==> src/rtl/ram_fifo_pkg.sv <==
// Shared constants for the RAM-backed FIFO controller.
package ram_fifo_pkg;

    localparam int unsigned DefaultDw = 8;
    localparam int unsigned Depth     = 16;
    localparam int unsigned DefaultAw = $clog2(Depth);
    localparam int unsigned ObufDepth = 2;
    localparam int unsigned LevelW    = 5;

endpackage

==> src/rtl/ram_fifo_ctrl_if.sv <==
// Producer/consumer handshakes, external RAM ports and status flags of ram_fifo_ctrl.
interface ram_fifo_ctrl_if #(
    parameter int unsigned DW = 8,
    parameter int unsigned AW = 4
);
    logic          in_valid;
    logic          in_ready;
    logic [DW-1:0] in_data;
    logic          out_valid;
    logic          out_ready;
    logic [DW-1:0] out_data;
    logic          write;
    logic [AW-1:0] wr_addr;
    logic [DW-1:0] data_in;
    logic          read;
    logic [AW-1:0] rd_addr;
    logic [DW-1:0] data_out;
    logic          full;
    logic          empty;

    // Controller side
    modport master (
        input  in_valid, in_data, out_ready, data_out,
        output in_ready, out_valid, out_data, write, wr_addr, data_in,
               read, rd_addr, full, empty
    );

    // Environment side: producer, consumer and RAM
    modport slave (
        output in_valid, in_data, out_ready, data_out,
        input  in_ready, out_valid, out_data, write, wr_addr, data_in,
               read, rd_addr, full, empty
    );

endinterface

==> src/rtl/ram_fifo_obuf.sv <==
// Two-entry output buffer; head holds the oldest word and drives out_data.
module ram_fifo_obuf
    import ram_fifo_pkg::*;
#(
    parameter int unsigned DW = DefaultDw
) (
    input  logic          clk,
    input  logic          rst_n,
    input  logic          push_i,
    input  logic [DW-1:0] push_data_i,
    input  logic          pop_i,
    output logic [DW-1:0] head_o,
    output logic [1:0]    count_o
);
    logic [DW-1:0] mem_q [ObufDepth];
    logic [DW-1:0] mem_d [ObufDepth];
    logic          wr_ptr_q, wr_ptr_d;
    logic          rd_ptr_q, rd_ptr_d;
    logic [1:0]    cnt_q, cnt_d;

    // Next-state: push writes the tail, pop advances the head
    always_comb begin
        mem_d    = mem_q;
        wr_ptr_d = wr_ptr_q;
        rd_ptr_d = rd_ptr_q;
        if (push_i) begin
            mem_d[wr_ptr_q] = push_data_i;
            wr_ptr_d        = ~wr_ptr_q;
        end
        if (pop_i) begin
            rd_ptr_d = ~rd_ptr_q;
        end
        cnt_d = cnt_q + {1'b0, push_i} - {1'b0, pop_i};
    end

    // State registers, synchronous active-low reset
    always_ff @(posedge clk) begin
        if (!rst_n) begin
            for (int i = 0; i < int'(ObufDepth); i++) begin
                mem_q[i] <= '0;
            end
            wr_ptr_q <= 1'b0;
            rd_ptr_q <= 1'b0;
            cnt_q    <= '0;
        end else begin
            mem_q    <= mem_d;
            wr_ptr_q <= wr_ptr_d;
            rd_ptr_q <= rd_ptr_d;
            cnt_q    <= cnt_d;
        end
    end

    assign head_o  = mem_q[rd_ptr_q];
    assign count_o = cnt_q;

endmodule

==> src/rtl/ram_fifo_ctrl.sv <==
// FIFO controller around an external dual-port RAM with a one-cycle read latency.
// Optional: define RAM_FIFO_LEVEL_EN to add the registered occupancy output 'level'.
module ram_fifo_ctrl
    import ram_fifo_pkg::*;
#(
    parameter int unsigned DW = DefaultDw,
    parameter int unsigned AW = DefaultAw
) (
    input logic clk,
    input logic rst_n,
    ram_fifo_ctrl_if.master bus
`ifdef RAM_FIFO_LEVEL_EN
    ,
    output logic [LevelW-1:0] level
`endif
);
    localparam logic [AW:0] CntFull = (AW + 1)'(1 << AW);

    logic [AW-1:0] wp_q, wp_d;
    logic [AW-1:0] rp_q, rp_d;
    logic [AW:0]   ram_cnt_q, ram_cnt_d;
    logic          inflight_q, inflight_d;
    logic          in_ready, wr_en, rd_en, pop, push;
    logic [1:0]    buf_cnt;
    logic [DW-1:0] buf_head;
    logic [2:0]    occ;

    ram_fifo_obuf #(
        .DW(DW)
    ) u_obuf (
        .clk         (clk),
        .rst_n       (rst_n),
        .push_i      (push),
        .push_data_i (bus.data_out),
        .pop_i       (pop),
        .head_o      (buf_head),
        .count_o     (buf_cnt)
    );

    // Handshakes, RAM read scheduling and pointer/count next-state
    always_comb begin
        in_ready = (ram_cnt_q < CntFull) && rst_n;
        wr_en    = bus.in_valid && in_ready;
        pop      = (buf_cnt != 2'd0) && bus.out_ready;
        // Read data returns the cycle after the read and always lands in the buffer
        push     = inflight_q;
        // Slots already claimed once this cycle's pop is taken into account
        occ      = {1'b0, buf_cnt} + {2'b00, inflight_q} - {2'b00, pop};
        rd_en    = rst_n && (ram_cnt_q != '0) && (occ < 3'd2);
        wp_d     = wr_en ? wp_q + AW'(1) : wp_q;
        rp_d     = rd_en ? rp_q + AW'(1) : rp_q;
        ram_cnt_d = ram_cnt_q;
        unique case ({wr_en, rd_en})
            2'b10:   ram_cnt_d = ram_cnt_q + (AW + 1)'(1);
            2'b01:   ram_cnt_d = ram_cnt_q - (AW + 1)'(1);
            default: ram_cnt_d = ram_cnt_q;
        endcase
        inflight_d = rd_en;
    end

    // Pointer, count and in-flight registers
    always_ff @(posedge clk) begin
        if (!rst_n) begin
            wp_q       <= '0;
            rp_q       <= '0;
            ram_cnt_q  <= '0;
            inflight_q <= 1'b0;
        end else begin
            wp_q       <= wp_d;
            rp_q       <= rp_d;
            ram_cnt_q  <= ram_cnt_d;
            inflight_q <= inflight_d;
        end
    end

    assign bus.in_ready  = in_ready;
    assign bus.out_valid = (buf_cnt != 2'd0);
    assign bus.out_data  = buf_head;
    assign bus.write     = wr_en;
    assign bus.wr_addr   = wp_q;
    assign bus.data_in   = bus.in_data;
    assign bus.read      = rd_en;
    assign bus.rd_addr   = rp_q;
    assign bus.full      = (ram_cnt_q == CntFull);
    assign bus.empty     = (ram_cnt_q == '0) && !inflight_q && (buf_cnt == 2'd0);

`ifdef RAM_FIFO_LEVEL_EN
    logic [LevelW-1:0] level_q, level_d;
    logic [1:0]        buf_cnt_nxt;

    // Total occupancy after this cycle's updates
    always_comb begin
        buf_cnt_nxt = buf_cnt + {1'b0, push} - {1'b0, pop};
        level_d     = LevelW'(ram_cnt_d) + LevelW'(inflight_d) + LevelW'(buf_cnt_nxt);
    end

    // Occupancy register
    always_ff @(posedge clk) begin
        if (!rst_n) begin
            level_q <= '0;
        end else begin
            level_q <= level_d;
        end
    end

    assign level = level_q;
`endif

endmodule
==> src/flat_wrapper.sv <==
// flat-port wrapper written by rule: the top's interface ports become plain ports
module ram_fifo_ctrl_flat import ram_fifo_pkg::*;
#(
    parameter int unsigned DW = DefaultDw,
    parameter int unsigned AW = DefaultAw
)
  (clk, rst_n, bus_in_valid, bus_in_data, bus_out_ready, bus_data_out, bus_in_ready, bus_out_valid, bus_out_data, bus_write, bus_wr_addr, bus_data_in, bus_read, bus_rd_addr, bus_full, bus_empty);
  ram_fifo_ctrl_if #(.DW(DW), .AW(AW)) bus_i ();
  input logic clk;
  input logic rst_n;
  input wire logic [$bits(bus_i.in_valid)-1:0] bus_in_valid;
  input wire logic [$bits(bus_i.in_data)-1:0] bus_in_data;
  input wire logic [$bits(bus_i.out_ready)-1:0] bus_out_ready;
  input wire logic [$bits(bus_i.data_out)-1:0] bus_data_out;
  output wire logic [$bits(bus_i.in_ready)-1:0] bus_in_ready;
  output wire logic [$bits(bus_i.out_valid)-1:0] bus_out_valid;
  output wire logic [$bits(bus_i.out_data)-1:0] bus_out_data;
  output wire logic [$bits(bus_i.write)-1:0] bus_write;
  output wire logic [$bits(bus_i.wr_addr)-1:0] bus_wr_addr;
  output wire logic [$bits(bus_i.data_in)-1:0] bus_data_in;
  output wire logic [$bits(bus_i.read)-1:0] bus_read;
  output wire logic [$bits(bus_i.rd_addr)-1:0] bus_rd_addr;
  output wire logic [$bits(bus_i.full)-1:0] bus_full;
  output wire logic [$bits(bus_i.empty)-1:0] bus_empty;
  assign bus_i.in_valid = bus_in_valid;
  assign bus_i.in_data = bus_in_data;
  assign bus_i.out_ready = bus_out_ready;
  assign bus_i.data_out = bus_data_out;
  assign bus_in_ready = bus_i.in_ready;
  assign bus_out_valid = bus_i.out_valid;
  assign bus_out_data = bus_i.out_data;
  assign bus_write = bus_i.write;
  assign bus_wr_addr = bus_i.wr_addr;
  assign bus_data_in = bus_i.data_in;
  assign bus_read = bus_i.read;
  assign bus_rd_addr = bus_i.rd_addr;
  assign bus_full = bus_i.full;
  assign bus_empty = bus_i.empty;
  ram_fifo_ctrl #(.DW(DW), .AW(AW)) u_core (.clk(clk), .rst_n(rst_n), .bus(bus_i));
endmodule
==> config.mk <==
export PLATFORM = sky130hd
export DESIGN_NAME = ram_fifo_ctrl_flat
export DESIGN_NICKNAME = d
export VERILOG_FILES = /design/src/rtl/ram_fifo_pkg.sv /design/src/rtl/ram_fifo_ctrl_if.sv /design/src/rtl/ram_fifo_obuf.sv /design/src/rtl/ram_fifo_ctrl.sv /design/src/flat_wrapper.sv
export SDC_FILE = /design/constraint.sdc
export NUM_CORES = 1
export LEC_CHECK = 0
export ABC_AREA = 1
export BUFFER_PORTS_ARGS = -buffer_cell sky130_fd_sc_hd__buf_2
export CORE_MARGIN = 3
export CORE_UTILIZATION = 46
export CTS_CLUSTER_DIAMETER = 60
export CTS_CLUSTER_SIZE = 20
export DETAILED_ROUTE_END_ITERATION = 10
export PLACE_DENSITY = 0.8
export SLEW_MARGIN = 20
export SYNTH_ARGS = -nofsm -noshare
export SYNTH_HDL_FRONTEND = slang
export SYNTH_SLANG_ARGS = --single-unit
==> constraint.sdc <==
create_clock -name clk -period 2.8 [get_ports clk]
set_input_delay 0.14 -clock clk [delete_from_list [all_inputs] [get_ports clk]]
set_output_delay 0.14 -clock clk [all_outputs]
set_load 0.01 [all_outputs]
==> metrics.csv <==
metric,value,unit
path_cells,nor2_4 -> nor2_2 -> ha_1 -> inv_1 -> ha_2 -> fa_1 -> inv_1 -> nand2_2 -> nor2_8 -> nand3_4 -> inv_4 -> ha_4 -> buf_12 -> ha_4 -> buf_4 -> nand2_1 -> nand2_2 -> nand2_1 -> o21ai_1 -> nand3_1 -> nand2_1 -> inv_1,
drive_gt1_frac,0.327,
maxSlewHeadroom,0.682,
finalSetupViolations,3,
critPathMaxStageDelay,0.52,ns
syn_nets,278,
yosys-top-cells-area,"dfxtp_1 (38%), nor2_1 (10%), nand2_1 (9.2%), inv_1 (6.3%), o21ai_0 (6.1%)",
crit_required,2.99,ns
synth_top_area_frac,0.380,
critical_path_buf_inv_count,6,
wl_per_cell,10.4,um
grt-ovfl-total,0,
synth-seq-cells,34,
final_nets,326,
finalHoldViolCount,0,
routed_via_density,4.81,
ys_types,27,
clockBufferDepth,2,
grt_max_degree,30,
worst_pin_slew,0.476,ns
drt_first_pass_iters,4,
start_util,0.482,
min_period,2.92,ns
grtUsageTotal,0.170,
finClkSkew,0.00830,ns
cts_htree_levels,2,
design_area,0.00227,mm^2
wl,3610,um
antenna_found_initial,0,
synth_top_area_cell,dfxtp_1,
ant_nets,0,
hpwl,2580,um
post-route-drc-count,0,
portBuffers,33,
cts_root_buffer,clkbuf_8,
hold_path.class,in2reg,
drtIter0Drc,71,
grt_pass1_wl,5990,um
status,"complete, but fails checks",
critPathTopFamily,adder cells,
fp.dieH,68.4,um
syn_area_per_cell,7.22,um^2
final_core_util,0.611,
end_kind,flop,
cellPowerDensity,1180,mW/mm^2
syn_to_final_growth,26.7,%
p_total,2.69,mW
fin_setup_tns,-0.342,ns
cp_max_fo,3,
grt_setup_unrepaired,yes,
die_w,68.4,um
violations,negative setup slack,
cap_viol_max_count,0,
synth_area,0.00179,mm^2
power.leakage,1.14,nW
die_area,0.00468,mm^2
grt_pass1_vias,1502,
antenna_cells,0,
fmax,342,MHz
cp.arrival,3.11,ns
fillers,321,
ioPinCount,50,
yosysSeqAreaShare,0.380,
ir_drop,0.000714,V
fp-row-count,22,
syn_inst,248,
critPathSlowestCell,fa_1,
core_area,0.00372,mm^2
ys_warn_count,0,
vias,1661,
worstSetupStartpointType,flop,
cts_buffers,5,
gp_congestion,0.810,
cts_tree,built,
fin_ws,-0.120,ns
finalMaxSlewViolations,0,
clkSinkCount,34,
clk_pin_slew,0.07,ns
placed_area,0.00206,mm^2
clk_latency,0.29,ns
criticalPathCategory,reg2reg,
finalCritPeriodShare,1.04,
[worst paths after layout]
path | from | endpoint | slack (ns) | cells past startpoint
max | u_core.u_obuf.count_o[0] | u_core.ram_cnt_q[4] | -0.12 | 22
max reg2reg | u_core.u_obuf.count_o[0] | u_core.ram_cnt_q[4] | -0.12 | 22
min reg2reg | u_core.u_obuf.mem_q[13] | u_core.u_obuf.mem_q[13] | 0.45 | 2
min | bus_data_out[7] | u_core.u_obuf.mem_q[15] | 0.1 | 3
[routing by layer]
| metal | wire [um] | up-vias | GRT usage |
|---|---|---|---|
| met1 | 1630 | 756 | 0.191 |
| li1 | - | 855 | - |
| met4 | 58 | 0 | 0.0868 |
| met2 | 1730 | 44 | 0.290 |
| met3 | 189 | 6 | 0.0493 |
| met5 | 0 | - | 0 |
[synthesized netlist by cell type, drive strengths merged]
cell / count
a21oi: 8
buf: 11
clkbuf: 2
dfxtp: 34
fa: 2
ha: 8
inv: 35
nand2: 47
nand3: 9
nand3b: 1
nand4: 1
nor2: 55
nor3: 3
o21ai: 26
or2: 2
xnor2: 2
xor2: 2
[logic make-up (layout without fill, tap and decap cells)]
kind of cell,Yosys count,after routing,synth area share
AO/OA/AOI/OAI,34,34,0.0950
buffers and inverters,48,97,0.123
XOR/XNOR,4,4,0.0196
adder cells (fa/ha/maj),10,10,0.0782
flip-flops,34,34,0.380
AND/OR/NAND/NOR,118,118,0.304
[power breakdown]
| group | total (mW) | internal [mW] | switching (mW) | leakage, nW |
|---|---|---|---|---|
| Combinational | 1.58 | 0.778 | 0.801 | 0.810 |
| Clock | 0.382 | 0.198 | 0.184 | 0.0472 |
| Sequential | 0.729 | 0.613 | 0.116 | 0.279 |
| Total | 2.69 | 1.59 | 1.10 | 1.14 |
[cells in the final DEF, fill, tap and decap left out, types with 2 or more instances in the layout]
| cell | n |
|---|---|
| a21oi_1 | 8 |
| buf_2 | 33 |
| buf_4 | 19 |
| clkbuf_8 | 6 |
| dfxtp_1 | 32 |
| dfxtp_2 | 2 |
| ha_1 | 4 |
| ha_4 | 3 |
| inv_1 | 28 |
| inv_2 | 6 |
| nand2_1 | 40 |
| nand2_2 | 7 |
| nand3_1 | 6 |
| nand3_4 | 2 |
| nor2_1 | 46 |
| nor2_2 | 5 |
| nor2_4 | 3 |
| nor3_1 | 3 |
| o21ai_0 | 20 |
| o21ai_1 | 6 |
| xnor2_1 | 2 |
| xor2_1 | 2 |
[flip-flops by register name (all words and copies together) (netlist names)]
name,count
u_core.ram_cnt_q,5
u_core.u_obuf.mem_q,16
u_core.u_obuf.rd_ptr_q,1
u_core.inflight_q,1
u_core.u_obuf.count_o,2
u_core.bus.wr_addr,4
u_core.bus.rd_addr,4
u_core.u_obuf.wr_ptr_q,1
[timing repair]
| action | CTS | global route |
|---|---|---|
| hold buffers | 0 | 0 |
| endpoints found under the setup margin | 4 | 4 |
| pin swaps | 14 | 9 |
| gates resized for setup | 3 | 6 |
| buffers inserted | 5 | 3 |
[area by class of cell]
type / count / area, um^2 / area share
well taps: 48 / 60.1 / 0.0265
clock inverters: 2 / 12.5 / 0.00551
repair buffers: 54 / 339 / 0.149
inverters: 35 / 134 / 0.0590
flip-flops and latches: 34 / 683 / 0.301
multi-input cells: 166 / 958 / 0.422
clock buffers: 6 / 82.6 / 0.0364
[worst register-to-register path: cells and delay by family (launching register included)]
kind,cells,cell delay (ns)
compound gates,1,0.06
fa+ha+maj,5,1.39
buf+inv,6,0.38
flops,1,0.33
simple gates,10,0.67
[through the flow]
stage | hold slack, ns | worst slack [ns] | cells
global placement | 0.280 | -0.139 | 330
CTS | 0.0849 | -0.108 | 342
floorplan | 0.275 | -0.185 | 248
detailed placement | 0.280 | -0.217 | 330
finish | 0.0963 | -0.120 | 345
global route | 0.0967 | -0.341 | 345
(Power assumes the default switching activity.)
